===== config.mk =====
export PLATFORM = sky130hd
export DESIGN_NAME = pipe_collision_scheduler
export DESIGN_NICKNAME = d
export VERILOG_FILES = /design/src/rtl/pipe_collision_scheduler.sv
export SDC_FILE = /design/constraint.sdc
export NUM_CORES = 1
export LEC_CHECK = 0
export BUFFER_PORTS_ARGS = -buffer_cell sky130_fd_sc_hd__buf_2
export CORE_MARGIN = 1.5
export CORE_UTILIZATION = 60
export CTS_BUF_LIST = sky130_fd_sc_hd__clkbuf_16
export DETAILED_ROUTE_END_ITERATION = 8
export PLACE_DENSITY = 0.95
export SLEW_MARGIN = 10
export SYNTH_ARGS = -nofsm -noshare
export SYNTH_HDL_FRONTEND = slang
export SYNTH_SLANG_ARGS = --single-unit

===== constraint.sdc =====
create_clock -name Clk -period 5 [get_ports Clk]
set_input_delay 0.25 -clock Clk [delete_from_list [all_inputs] [get_ports Clk]]
set_output_delay 0.25 -clock Clk [all_outputs]
set_load 0.03 [all_outputs]

===== src/rtl/pipe_collision_scheduler.sv =====
// pipe_collision_scheduler: game-state FSM with a shared bird/pipe collision and scoring datapath
//
// Scans one pipe slot per cycle after each frame tick and then decides hit or no hit.
// Optional build macro: GROUND_COLLIDE_EN (also treat the top and bottom screen edges as a hit).
//
// Ports:
//    Clk, Reset       clock; asynchronous active-high reset
//    Start            1-cycle pulse that starts or restarts the game
//    FrameTick        1-cycle pulse, once per frame
//    XBird, YBird     bird centre coordinates
//    XPipes, YPipes   per-slot pipe centre X and gap top Y; slot k at [k*COORD_W +: COORD_W]
//    Playing          high in PLAY and SCAN
//    Dead             high in DEAD
//    Collide          1-cycle pulse on entry to DEAD
//    ScanDone         1-cycle pulse at the end of every scan
//    Score            pipes passed since Start (saturating)
module pipe_collision_scheduler #(
   parameter int NUM_PIPES   = 2,
   parameter int COORD_W     = 10,
   parameter int BIRD_HALF   = 10,
   parameter int PIPE_HALF_W = 50,
   parameter int GAP_H       = 100,
   parameter int SCREEN_H    = 480,
   parameter int SCORE_W     = 8
) (
   input  logic                           Clk,
   input  logic                           Reset,
   input  logic                           Start,
   input  logic                           FrameTick,
   input  logic [COORD_W-1:0]             XBird,
   input  logic [COORD_W-1:0]             YBird,
   input  logic [NUM_PIPES*COORD_W-1:0]   XPipes,
   input  logic [NUM_PIPES*COORD_W-1:0]   YPipes,
   output logic                           Playing,
   output logic                           Dead,
   output logic                           Collide,
   output logic                           ScanDone,
   output logic [SCORE_W-1:0]             Score
);
`ifdef GROUND_COLLIDE_EN
   localparam bit GND_EN = 1'b1;
`else
   localparam bit GND_EN = 1'b0;
`endif
   localparam int XW = COORD_W + 2;
   localparam int IW = NUM_PIPES > 1 ? $clog2(NUM_PIPES) : 1;
   localparam logic [XW-1:0] BH = XW'(BIRD_HALF);
   localparam logic [XW-1:0] PW = XW'(PIPE_HALF_W);
   localparam logic [XW-1:0] GH = XW'(GAP_H);
   localparam logic [XW-1:0] SH = XW'(SCREEN_H);

   typedef enum logic [2:0] {IDLE, PLAY, SCAN, RESOLVE, DEAD} state_t;

   state_t                 state_q, state_d;
   logic [IW-1:0]          idx_q, idx_d;
   logic                   hit_q, hit_d;
   logic [COORD_W-1:0]     bx_q, bx_d, by_q, by_d;
   logic [SCORE_W-1:0]     score_q, score_d;
   logic [NUM_PIPES-1:0]   passed_q, passed_d;
   logic                   collide_q, collide_d;
   logic                   scan_done_q, scan_done_d;

   logic [XW-1:0]          bxe, bye, xp, yp;
   logic                   xoverlap, outgap, passing, respawn, ground;

   // Every term is kept on the additive side so no comparison can underflow at the screen edges.
   always_comb begin
      bxe      = XW'(bx_q);
      bye      = XW'(by_q);
      xp       = XW'(XPipes[idx_q*COORD_W +: COORD_W]);
      yp       = XW'(YPipes[idx_q*COORD_W +: COORD_W]);
      xoverlap = (bxe + BH + PW > xp) && (xp + PW + BH > bxe);
      outgap   = (bye < yp + BH) || (bye + BH > yp + GH);
      passing  = xp + PW + BH < bxe;
      respawn  = xp > bxe + BH + PW;
      ground   = GND_EN && ((bye + BH >= SH) || (bye < BH));
   end

   always_comb begin
      state_d     = state_q;
      idx_d       = idx_q;
      hit_d       = hit_q;
      bx_d        = bx_q;
      by_d        = by_q;
      score_d     = score_q;
      passed_d    = passed_q;
      collide_d   = 1'b0;
      scan_done_d = 1'b0;
      case (state_q)
         IDLE, DEAD: begin
            if (Start) begin
               state_d  = PLAY;
               score_d  = '0;
               passed_d = '0;
            end
         end
         PLAY: begin
            if (FrameTick) begin
               state_d = SCAN;
               bx_d    = XBird;
               by_d    = YBird;
               idx_d   = '0;
               hit_d   = 1'b0;
            end
         end
         SCAN: begin
            hit_d = hit_q | (xoverlap & outgap);
            if (passing && !passed_q[idx_q]) begin
               passed_d[idx_q] = 1'b1;
               score_d         = score_q + SCORE_W'(score_q != '1);
            end else if (respawn) begin
               passed_d[idx_q] = 1'b0;
            end
            idx_d = idx_q + 1'b1;
            if (idx_q == IW'(NUM_PIPES - 1)) begin
               state_d = RESOLVE;
               idx_d   = '0;
            end
         end
         RESOLVE: begin
            scan_done_d = 1'b1;
            state_d     = (hit_q || ground) ? DEAD : PLAY;
            collide_d   = hit_q || ground;
         end
         default: state_d = IDLE;
      endcase
   end

   always_ff @(posedge Clk or posedge Reset) begin
      if (Reset) begin
         state_q     <= IDLE;
         idx_q       <= '0;
         hit_q       <= 1'b0;
         bx_q        <= '0;
         by_q        <= '0;
         score_q     <= '0;
         passed_q    <= '0;
         collide_q   <= 1'b0;
         scan_done_q <= 1'b0;
      end else begin
         state_q     <= state_d;
         idx_q       <= idx_d;
         hit_q       <= hit_d;
         bx_q        <= bx_d;
         by_q        <= by_d;
         score_q     <= score_d;
         passed_q    <= passed_d;
         collide_q   <= collide_d;
         scan_done_q <= scan_done_d;
      end
   end

   assign Playing  = (state_q == PLAY) || (state_q == SCAN);
   assign Dead     = state_q == DEAD;
   assign Collide  = collide_q;
   assign ScanDone = scan_done_q;
   assign Score    = score_q;
endmodule


### After elaboration in Yosys (flattened, before gate mapping)

Index checks and enable logic that the tools add are counted.

| word-level totals | value |
|---|---|
| register bits | 37 |
| bits of input ports | 64 |
| output and inout port bits | 12 |
| logic and storage cells | 81 |

| cells by class | value |
|---|---|
| $add $sub $neg | 9 |
| multiply operators | 1 |
| $lt $le $gt $ge | 8 |
| equality and inequality tests | 10 |
| shift operators | 2 |
| mux-type cells | 22 |
| bitwise logic cells | 5 |
| reduce and logical (&&, ||, !) cells | 15 |

Operators by type and width:

| kind | number |
|---|---|
| $shiftx 20x6->10 | 2 |
| $add 10x4->11 const B | 3 |
| $gt 12x10->1 | 2 |
| $mux 8 | 2 |
| $pmux 8 s2 | 1 |
| $add 11x4->12 const B | 1 |
| $add 11x6->12 const B | 1 |
| $gt 10x12->1 | 1 |
| $lt 12x10->1 | 1 |
| $mux 3 | 4 |
| $pmux 3 s4 | 1 |
| $add 10x6->11 const B | 1 |
| $add 10x7->11 const B | 1 |
| $gt 11x11->1 | 1 |
| $lt 10x11->1 | 1 |
| $reduce_and 3->1 | 3 |
| $add 8x1->8 | 1 |
| $ne 2x2->1 const B | 4 |
| $ne 8x8->1 const B | 1 |
| $mux 1 | 7 |
| $eq 3x2->1 const B | 2 |
| $mux 2 | 3 |
| $mul 1x3->4 const B | 1 |
| $pmux 1 s2 | 2 |
| other kinds (20) | 25 |

### Logic depth before layout (Yosys ltp)

Gate-level depths: netlist of run 1.

| depth | value |
|---|---|
| depth in word-level cells | 9 |
| mapped depth | 17 |
| mapped depth without buffers | 15 |

### Worst setup path after synthesis of run 1

OpenSTA, ideal clock, no wires.

| timing path | value |
|---|---|
| path kind | reg2reg |
| start | reg idx_q |
| end | reg hit_q |
| setup time | 0.082 ns |
| arrival | 3.065 ns |
| data required time | 4.918 ns |
| path slack | 1.853 ns |
| cell stages (with the launch flop) | 17 |
| path buffers | 2 |
| clock period less this slack | 3.147 ns |
| cell sequence | dfrtp_1 > buf_6 > buf_6 > mux2i_1 > ha_1 > a21oi_1 > a21oi_1 > and2_1 > nand2_1 > xnor2_1 > mux2i_1 > ha_1 > or4_1 > a21oi_1 > a221o_1 > a21oi_1 > o22ai_1 |

| on the way | value |
|---|---|
| cells in the longest elaborated chain, start to end | 9 |
| elaborated cells on any way between the ends | 16 |
| classes of those cells | add/sub (4); mul (1); order compare (4); shift (2); mux (1); bitwise (2); reduce/logical (2) |

Ends and longest elaborated chain:

| what | line | text |
|---|---|---|
| start, declared | 55 | `logic [IW-1:0] idx_q, idx_d;` |
| start signal, assigned | 142 | `idx_q <= idx_d;` |
| $mul 1x3->4 * | 70, 71 |  |
| $shiftx 20x6->10 | 70 | `xp = XW'(XPipes[idx_q*COORD_W +: COORD_W]);` |
| $add 10x6->11 | 72 | `xoverlap = (bxe + BH + PW > xp) && (xp + PW + BH > bxe);` |
| $add 11x4->12 | 72 |  |
| $gt 12x10->1 | 72 |  |
| $logic_and 1x1->1 | 72 |  |
| $and 1x1->1 * | 107 | `hit_d = hit_q \| (xoverlap & outgap);` |
| $or 1x1->1 * | 107 |  |
| $pmux 1 s2 * | 89 | `case (state_q)` |
| end signal, assigned | 143 | `hit_q <= hit_d;` |
| end, declared | 56 | `logic hit_q, hit_d;` |

Every way passes the cells marked *; elsewhere a longest branch is shown, timed or not.
A chain may end at the register's enable or synchronous reset.

### Worst setup path in the final report of run 1

| timing path | value |
|---|---|
| start | reg idx_q |
| end | reg score_q[2] (netlist: Score[2]) |

| on the way | value |
|---|---|
| cells in the longest elaborated chain, start to end | 8 |
| elaborated cells on any way between the ends | 11 |
| classes of those cells | add/sub (2); mul (1); order compare (1); eq/ne (1); shift (1); mux (2); reduce/logical (3) |

Ends and longest elaborated chain:

| what | line | text |
|---|---|---|
| $mul 1x3->4 | 70 |  |
| $shiftx 20x6->10 | 70 |  |
| $add 10x6->11 | 74 | `passing = xp + PW + BH < bxe;` |
| $add 11x4->12 | 74 |  |
| $lt 12x10->1 | 74 |  |
| $logic_and 1x1->1 * | 108 | `if (passing && !passed_q[idx_q]) begin` |
| $ne 2x2->1 (no source line) * | - |  |
| $reduce_and 3->1 (no source line) * | - |  |
| end signal, assigned | 146 | `score_q <= score_d;` |
| end, declared | 58 | `logic [SCORE_W-1:0] score_q, score_d;` |

Every way passes the cells marked *; elsewhere a longest branch is shown, timed or not. The select of a mux whose other input is x is not followed.

==> results of run 1 <==
[worst min-delay path by stage]
stage,to,slack (ps),startpoint,cells past startpoint
2_1_floorplan,bx_q[1],370,XBird[1],2
3_3_place_gp,Score[5],380,Reset,3
3_5_place_dp,Score[5],380,Reset,3
4_1_cts,Score[5],80,Reset,3
5_1_grt,Score[5],100,Reset,3
6_report,Score[5],60,Reset,3
[cell type report]
class	count	share of cell area
clock buffer	5	0.0300
clock inverter	3	0.0165
sequential	37	0.222
timing repair buffer	78	0.0974
inverter	26	0.0234
tap	72	0.0216
multi-input combinational	330	0.589
[synthesized netlist by cell type, drive strengths merged, types with 2 or more instances]
cell,instances,area (um^2)
ha,46,576
nand2,43,161
dfrtp,37,926
o21ai,28,140
xnor2,27,236
inv,26,97.6
nor2,23,86.3
a21oi,18,90.1
mux2,16,180
mux2i,16,160
nand2b,13,81.3
nand3,12,70.1
nand4,10,62.6
buf,9,70.1
xor2,7,61.3
a21boi,6,45.1
a21o,6,45.0
nor2b,6,45.0
a211oi,5,37.5
and3,5,31.3
or4,5,37.5
and2,4,25.0
clkbuf,4,15.0
nor3,4,20.0
nor3b,3,32.5
nor4,3,18.8
o31ai,3,22.5
nand3b,2,15.0
o2111ai,2,17.5
o211ai,2,15.0
o22a,2,17.5
o22ai,2,18.8
or3,2,17.5
[worst reg2reg max path, stage by stage (launching register included)]
cell      delay (ps)
dfrtp_1         1090
mux2i_1          330
ha_1             310
o21ai_1          250
nand3_1          160
xnor2_1          200
nor2_1            60
a21oi_1          120
ha_1             260
nor2b_1          130
o21ai_0          220
nand3_2          260
or4_1            540
a21boi_0         240
[layout by cell type (no fill, tap or decap), drive strengths merged, types with 13 or more instances in the layout]
cell and n:
buf 78, ha 46, nand2 43, dfrtp 37
o21ai 28, xnor2 27, inv 27, nor2 23
a21oi 18, mux2 16, mux2i 16, nand2b 13
[sequential cells by signal (all words and copies together), names as in the netlist]
name	count
Score	8
passed_q	2
state_q	3
ScanDone	1
hit_q	1
Collide	1
idx_q	1
by_q	10
bx_q	10
[per-stage QoR]
step	instance area, um^2	std cells	hold WS (ps)	worst slack (ps)	utilization
finish	4160	551	63.9	724	0.743
global route	4160	551	101	495	0.743
CTS	4150	550	78.6	833	0.740
detailed placement	3960	542	380	958	0.705
global placement	3960	542	379	1170	0.705
floorplan	3550	406	367	1850	-
[power by group through the flow]
stage          Clock, mW  Combinational, mW  Sequential, mW
3_5_place_dp           0               1.48           0.576
3_3_place_gp           0               1.38           0.567
6_report           0.425               1.60           0.584
2_1_floorplan          0               1.20           0.518
5_1_grt            0.445               1.77           0.600
4_1_cts            0.423               1.55           0.575
[cells by family after synthesis]
family                   synth area share
adder cells (fa/ha/maj)             0.162
XOR/XNOR                           0.0838
AO/OA/AOI/OAI                       0.146
AND/OR/NAND/NOR                     0.201
flip-flops                          0.261
multiplexers                       0.0958
buffers and inverters              0.0514
[routing by layer]
layer | vias up | GRT usage | wire (um)
met3 | 29 | 0.0731 | 618
met1 | 1621 | 0.385 | 3880
met2 | 151 | 0.555 | 4780
met4 | 0 | 0.133 | 287
met5 | - | 0 | 0
li1 | 1584 | - | -
==> metrics.yaml, run 1 <==
layout:
  fillers: 385
  multi_input_area_mm2: 0.00245
  num_antenna_cells: 0
  seq_area_um2: 926
  layout-drive-gt1-share: 0.230
  layout.nets: 588
  syn_to_final_growth_pct: 17.2
yosys:
  netlist_area_mm2: 0.00355
  synth_nets: 516
  synthCells: 406
  ys_async_sr_fraction: 1.00
  ys_ff_latch: 37
  yosys.cell_types.count: 50
  yosysSeqAreaShare: 0.261
  synth-edff-count: 0
  synthFlopType: "dfrtp_1"
  yosys_warnings: 0
  syn_area_per_cell_um2: 8.75
global_route:
  first_global_vias: 3384
  antenna_found_initial: 0
  grtUsageTotal: 0.323
  overflow: 0
  grt_first_pass_wirelength_mm: 16.0
  grt_start_max_net_pins: 38
die:
  rows: 27
  die_y_um: 80.0
  die-area_mm2: 0.00639
  start_util: 0.634
  die_w_um: 80.0
  core_area_mm2: 0.00561
  num_io_pins: 76
setup_path:
  worstSetupEndpointType: "flip-flop"
  r2r-start: "idx_q"
  critical_path_depth: 13
  worstPathArrival_ps: 4470
  path_max_fanout: 30
  crit_top_cell: "ha_1"
  r2r_cells: 13
  cp_slowest_stage_delay_ps: 1090
  critPathLaunch: "idx_q"
  r2r_end: "Score[2]"
  reg2reg_slack_ps: 720
  critical_path.cell_chain: "mux2i_1, ha_1, o21ai_1, nand3_1, xnor2_1, nor2_1, a21oi_1, ha_1, nor2b_1, o21ai_0, nand3_2, or4_1, a21boi_0"
  endpoint: "Score[2]"
  critPathKind: "flip-flop to flip-flop"
  cp_top_family: "simple AND/OR/NAND/NOR gates"
  slowest_stage: "dfrtp_1"
  crit_buf_inv: 0
  start_kind: "flip-flop"
  critPathRequiredTime_ps: 5190
timing:
  finalCriticalPeriod_ps: 4280
  setup_viol: 0
  skew_ps: 3.60
  fmax_mhz: 234
  fin_tns_setup_ps: 0
  hold_viol: 0
  tightest_slew_ps: 1130
  report.final.slew_viol_count: 0
  rsz0062_at_grt: "false"
  maxSlewHeadroom: 0.249
  timing.final.crit_share: 0.855
clock_tree:
  ctsRootBufferMaster: "clkbuf_16"
  htreeDepth: 2
  cts_setup_buffers: 0
  ctsHoldBuffers: 0
  clock_latency_ps: 290
  numCtsBuffers: 5
  numClockSinks: 37
  post_cts_resize_count: 0
  cts_tree: "done"
  clk_pin_slew_ps: 60
  clockBufferDepth: 2
detailed_routing:
  firstDrtPassIters: 4
  wire_per_inst_um: 17.4
  ant_nets: 0
  drt-total-wl_mm: 9.56
  drtIter0Drc: 250
  vias: 3385
  vias_per_cell: 6.14
  post-route-drc-count: 0
power_and_ir_drop:
  p_int_mw: 1.40
  power_mw: 2.61
  ir_worst_vdd_mv: 0.390
  cellLeakagePower_nw: 2.01
  powerDensity_mw_per_mm2: 627
  clkPwrFrac: 0.163
  p_sw_mw: 1.21
  netSwitchingFraction: 0.465
  pwr-share-seq: 0.224
  combPwrFrac: 0.614
worst_hold_path:
  hp-class: "input pin to asynchronous set/reset pin"
placement:
  port_buffers: 75
  gp_routability_congestion: 0.907
  place_hpwl_mm: 6.73
outcome:
  status: "finished, final reports clean"
run:
  maxCapViolations: 0
Note: power is estimated with default switching activity, not from simulation.
==> run 2: changes to the inputs <==
--- a/config.mk
+++ b/config.mk
@@ -7,10 +7,10 @@
 export LEC_CHECK = 0
 export BUFFER_PORTS_ARGS = -buffer_cell sky130_fd_sc_hd__buf_2
 export CORE_MARGIN = 1.5
-export CORE_UTILIZATION = 60
+export CORE_UTILIZATION = 56
 export CTS_BUF_LIST = sky130_fd_sc_hd__clkbuf_16
 export DETAILED_ROUTE_END_ITERATION = 8
-export PLACE_DENSITY = 0.95
+export PLACE_DENSITY = 0.9
 export SLEW_MARGIN = 10
 export SYNTH_ARGS = -nofsm -noshare
 export SYNTH_HDL_FRONTEND = slang
==> constraint.sdc (replaced) <==
create_clock -name Clk -period 4.5 [get_ports Clk]
set_input_delay 0.45 -clock Clk [delete_from_list [all_inputs] [get_ports Clk]]
set_output_delay 0.45 -clock Clk [all_outputs]
set_load 0.03 [all_outputs]
==> run 2 against run 1 <==
Effect of this change: critical path depth did not move; routed wire length fell by 7.4%; combinational power rose by 6%; final cell count rose by 0.73%; core utilization fell by 5.6 points; maximum frequency rose by 6.3%; sequential share of layout area rose by 0.15 points; global-route usage fell by 3.7 points; non-clock buffer count rose by 1; highest routed layer unchanged.
==> metrics.yaml, run 2 (synthesis gave the netlist of run 1 again) <==
outcome:
  status: "finished, final reports clean"
clock_tree:
  clock_latency_ps: 280
  ctsRootBufferMaster: "clkbuf_16"
  numClockSinks: 37
  clk_pin_slew_ps: 60
  htreeDepth: 2
  cts_setup_buffers: 0
  numCtsBuffers: 5
  post_cts_resize_count: 0
  ctsHoldBuffers: 0
  clockBufferDepth: 2
  cts_tree: "done"
layout:
  fillers: 457
  layout-drive-gt1-share: 0.227
  syn_to_final_growth_pct: 16.4
  finish.utilization: 0.686
  layout.nets: 589
  final_cell_mix: "buf_2 (75), ha_1 (46), nand2_1 (43)"
  num_antenna_cells: 0
  finalNonFillerCells: 555
  final_common_cell: "buf_2"
  seq_area_um2: 926
  multi_input_area_mm2: 0.00245
setup_path:
  path_max_fanout: 24
  critPathRequiredTime_ps: 4680
  start_kind: "flip-flop"
  critPathKind: "flip-flop to flip-flop"
  worstSetupEndpointType: "flip-flop"
  worstPathArrival_ps: 4200
detailed_routing:
  drt-total-wl_mm: 8.85
  post-route-drc-count: 0
  firstDrtPassIters: 4
  routed-wl-met2_mm: 4.32
  top_layer: "met4"
  drtIter0Drc: 161
  wire_per_inst_um: 16.0
  vias: 3280
  vias_per_cell: 5.91
  wl_met1_mm: 3.88
  dr_wl_met3_um: 469
  ant_nets: 0
die:
  die_w_um: 82.7
  core_area_mm2: 0.00603
  start_util: 0.590
  die_y_um: 82.7
  num_io_pins: 76
  rows: 28
  die-area_mm2: 0.00683
placement:
  place_hpwl_mm: 6.85
  dp_slack_ps: 573
  gp_routability_congestion: 0.914
  dp.cells: 547
  port_buffers: 75
timing:
  report.final.slew_viol_count: 0
  setup_viol: 0
  fmax_mhz: 249
  tightest_slew_ps: 989
  timing.final.crit_share: 0.893
  fin_tns_setup_ps: 0
  finalCriticalPeriod_ps: 4020
  rsz0062_at_grt: "false"
  timing.final.ws_setup_ps: 479
  maxSlewHeadroom: 0.341
  skew_ps: 9.45
  hold_viol: 0
global_route:
  grtUsageTotal: 0.286
  first_global_vias: 3351
  antenna_found_initial: 0
  grt_start_max_net_pins: 38
  overflow: 0
  grt_first_pass_wirelength_mm: 14.9
power_and_ir_drop:
  pwr-share-seq: 0.234
  ir_worst_vdd_mv: 0.391
  netSwitchingFraction: 0.461
  p_int_mw: 1.47
  cellLeakagePower_nw: 2.00
  combPwrFrac: 0.621
  powerDensity_mw_per_mm2: 658
  p_sw_mw: 1.25
  clkPwrFrac: 0.145
run:
  maxCapViolations: 0
worst_hold_path:
  hp-class: "input pin to asynchronous set/reset pin"
## run 2: cell types whose count changed in the layout (fill, tap and decap cells not counted), sizes merged
cell / before / now
buf: 78 / 79
clkinv: 0 / 1
bufinv: 2 / 1
## run 2: path summary, 6_finish.rpt
path,to,from,cells after the start,slack [ps]
min in group Clk,bx_q[2],XBird[2],3,370
min,passed_q[1],Reset,3,270
max,Score[2],idx_q,13,480
max in group asynchronous,by_q[0],Reset,3,3890
min reg2reg,passed_q[0],passed_q[0],1,510
max reg2reg,Score[2],idx_q,13,480
## run 2: power groups by stage
stage	Sequential (mW)	Combinational [mW]	Clock, mW
2_1_floorplan	0.576	1.33	0
3_3_place_gp	0.625	1.55	0
3_5_place_dp	0.635	1.65	0
4_1_cts	0.631	1.68	0.390
5_1_grt	0.660	1.90	0.414
6_report	0.638	1.69	0.394
## run 2: critical path: stages (launching register included)
cell and delay, ps:
dfrtp_1 1000, mux2i_1 310, ha_1 290, o21ai_1 220
nand3_1 140, xnor2_1 150, nor2_1 50, a21oi_1 120
ha_1 250, nor2b_1 130, o21ai_0 230, nand3_2 260
or4_1 520, a21boi_0 240
## run 2: cell type report
| type | count | area share |
|---|---|---|
| Multi-Input combinational cell | 330 | 0.593 |
| Sequential cell | 37 | 0.224 |
| Inverter | 26 | 0.0236 |
| Clock inverter | 3 | 0.00907 |
| Tap cell | 75 | 0.0227 |
| Clock buffer | 5 | 0.0302 |
| Timing Repair Buffer | 79 | 0.0980 |
## run 2: layer usage
layer  global-route usage  vias to the layer above
met5                    0                        -
met4                0.100                        0
met3               0.0505                       19
met2                0.507                      108
met1                0.345                     1559
li1                     -                     1594
## run 2: through the flow
stage               power, mW  hold WS [ps]  cell area [um^2]
global placement         2.17           490              3970
CTS                      2.70           294              4140
floorplan                1.91           472              3550
global route             2.98           326              4140
detailed placement       2.29           504              3970
finish                   2.72           269              4140
==> run 3: changes to the inputs <==
--- a/config.mk
+++ b/config.mk
@@ -11,6 +11,7 @@
 export CTS_BUF_LIST = sky130_fd_sc_hd__clkbuf_16
 export DETAILED_ROUTE_END_ITERATION = 8
 export PLACE_DENSITY = 0.9
+export RECOVER_POWER = 100
 export SLEW_MARGIN = 10
 export SYNTH_ARGS = -nofsm -noshare
 export SYNTH_HDL_FRONTEND = slang
==> run 3 against run 2 <==
Effect of this change: the flow now finishes with violations (capacitance limit, slew limit); routed wire length increased by 0.72%; maximum frequency decreased by 1.8%; global-route usage unchanged; critical endpoint unchanged; combinational power about the same; sequential share of layout area increased by 0.17 points; final area decreased by 0.76%; sequential power about the same.
==> metrics.yaml, run 3 (synthesis gave the netlist of run 1 again) <==
outcome:
  status: "finished, violations left"
  failed_checks: "capacitance limit, slew limit"
detailed_routing:
  drt-total-wl_mm: 8.92
  drtIter0Drc: 155
  post-route-drc-count: 0
  vias: 3275
  wire_per_inst_um: 16.1
  firstDrtPassIters: 4
  ant_nets: 0
  vias_per_cell: 5.90
placement:
  dp.cells: 547
  dp_slack_ps: 573
  port_buffers: 75
  place_hpwl_mm: 6.85
  gp_routability_congestion: 0.914
die:
  core_area_mm2: 0.00603
  rows: 28
  num_io_pins: 76
  die_w_um: 82.7
  die_y_um: 82.7
  die-area_mm2: 0.00683
  start_util: 0.590
setup_path:
  worstSetupEndpointType: "flip-flop"
  critPathKind: "flip-flop to flip-flop"
  slowest_stage: "dfrtp_1"
  path_max_fanout: 24
  critPathRequiredTime_ps: 4680
  worstPathArrival_ps: 4280
  critPathLaunch: "idx_q"
  cp_slowest_stage_delay_ps: 970
  start_kind: "flip-flop"
  critical_path.cell_chain: "mux2i_1, ha_1, o21ai_0, nand3_1, xnor2_1, nor2_1, a21oi_1, ha_1, nor2b_1, o21ai_0, nand3_2, or4_1, a21boi_0"
  r2r-start: "idx_q"
global_route:
  grt_first_pass_wirelength_mm: 14.9
  first_global_vias: 3351
  grtUsageTotal: 0.286
  grt_start_max_net_pins: 38
  antenna_found_initial: 0
  overflow: 0
timing:
  finalCriticalPeriod_ps: 4090
  rsz0062_at_grt: "false"
  hold_viol: 0
  hold-worst-slack_ps: 369
  timing.final.crit_share: 0.910
  tightest_slew_ps: 2040
  timing.final.ws_setup_ps: 405
  fin_tns_setup_ps: 0
  fmax_mhz: 244
  setup_viol: 0
  skew_ps: 8.34
  report.final.slew_viol_count: 38
  maxSlewHeadroom: -0.360
worst_hold_path:
  hp-class: "input pin to flip-flop"
  hp-start: "XBird[2]"
clock_tree:
  ctsRootBufferMaster: "clkbuf_16"
  ctsHoldBuffers: 0
  cts_tree: "done"
  clk_pin_slew_ps: 60
  post_cts_resize_count: 0
  clock_latency_ps: 280
  numClockSinks: 37
  clockBufferDepth: 2
  cts_setup_buffers: 0
  numCtsBuffers: 5
  htreeDepth: 2
layout:
  num_antenna_cells: 0
  syn_to_final_growth_pct: 15.5
  final_common_cell: "buf_2"
  final_cell_mix: "buf_2 (63), ha_1 (46), nand2_1 (43)"
  finalNonFillerCells: 555
  layout.nets: 589
  layout-drive-gt1-share: 0.194
power_and_ir_drop:
  power_mw: 2.71
  powerDensity_mw_per_mm2: 661
  ir_worst_vdd_mv: 0.392
  cellLeakagePower_nw: 1.94
run:
  maxCapViolations: 1
[run 3: cell count changes in the layout (fill, tap and decap cells not counted), moves of 2 or more]
cell / before / now
buf_2: 75 / 63
clkbuf_1: 0 / 15
and2_1: 4 / 2
buf_4: 4 / 1
and2_0: 0 / 2
[run 3: worst paths after layout]
kind,end,slack (ps),cells past startpoint
setup / recovery,Score[2],410,13
max in group asynchronous,by_q[2],2420,3
setup reg to reg,Score[2],410,13
hold reg to reg,passed_q[0],510,1
hold / removal,bx_q[2],370,3
min in group asynchronous,Score[6],900,3
[run 3: power breakdown]
group          switching [mW]  internal, mW  leakage (nW)
Clock                   0.134         0.257        0.0826
Combinational           0.944         0.741          1.38
Sequential              0.177         0.459         0.470
[run 3: worst max-delay path: cells and delay by family (launching register included)]
kind	cells	cell delay [ps]
adder cells (fa/ha/maj)	2	500
AND/OR/NAND/NOR	5	1160
flip-flops	1	970
multiplexers	1	420
XOR/XNOR	1	120
AO/OA/AOI/OAI	4	820
[run 3: stage by stage]
step / util / area [um^2]
2_1_floorplan: - / 3550
3_3_place_gp: 0.659 / 3970
3_5_place_dp: 0.659 / 3970
4_1_cts: 0.686 / 4140
5_1_grt: 0.681 / 4110
6_report: 0.681 / 4110
[run 3: final cells by class]
cell class                      instances  area (um^2)
Tap cell                               75         93.8
Sequential cell                        37          926
Clock buffer                            5          125
Fill cell                             473         1920
Inverter                               26         97.6
Clock inverter                          3         37.5
Timing Repair Buffer                   79          379
Multi-Input combinational cell        330         2450
[run 3: per-layer routing]
layer  vias to the layer above  track usage  wire length [um]
li1                       1588            -                 -
met1                      1539        0.345              3760
met2                       129        0.507              4410
met3                        19       0.0505               571
met4                         0        0.100               171
met5                         -            0                 0
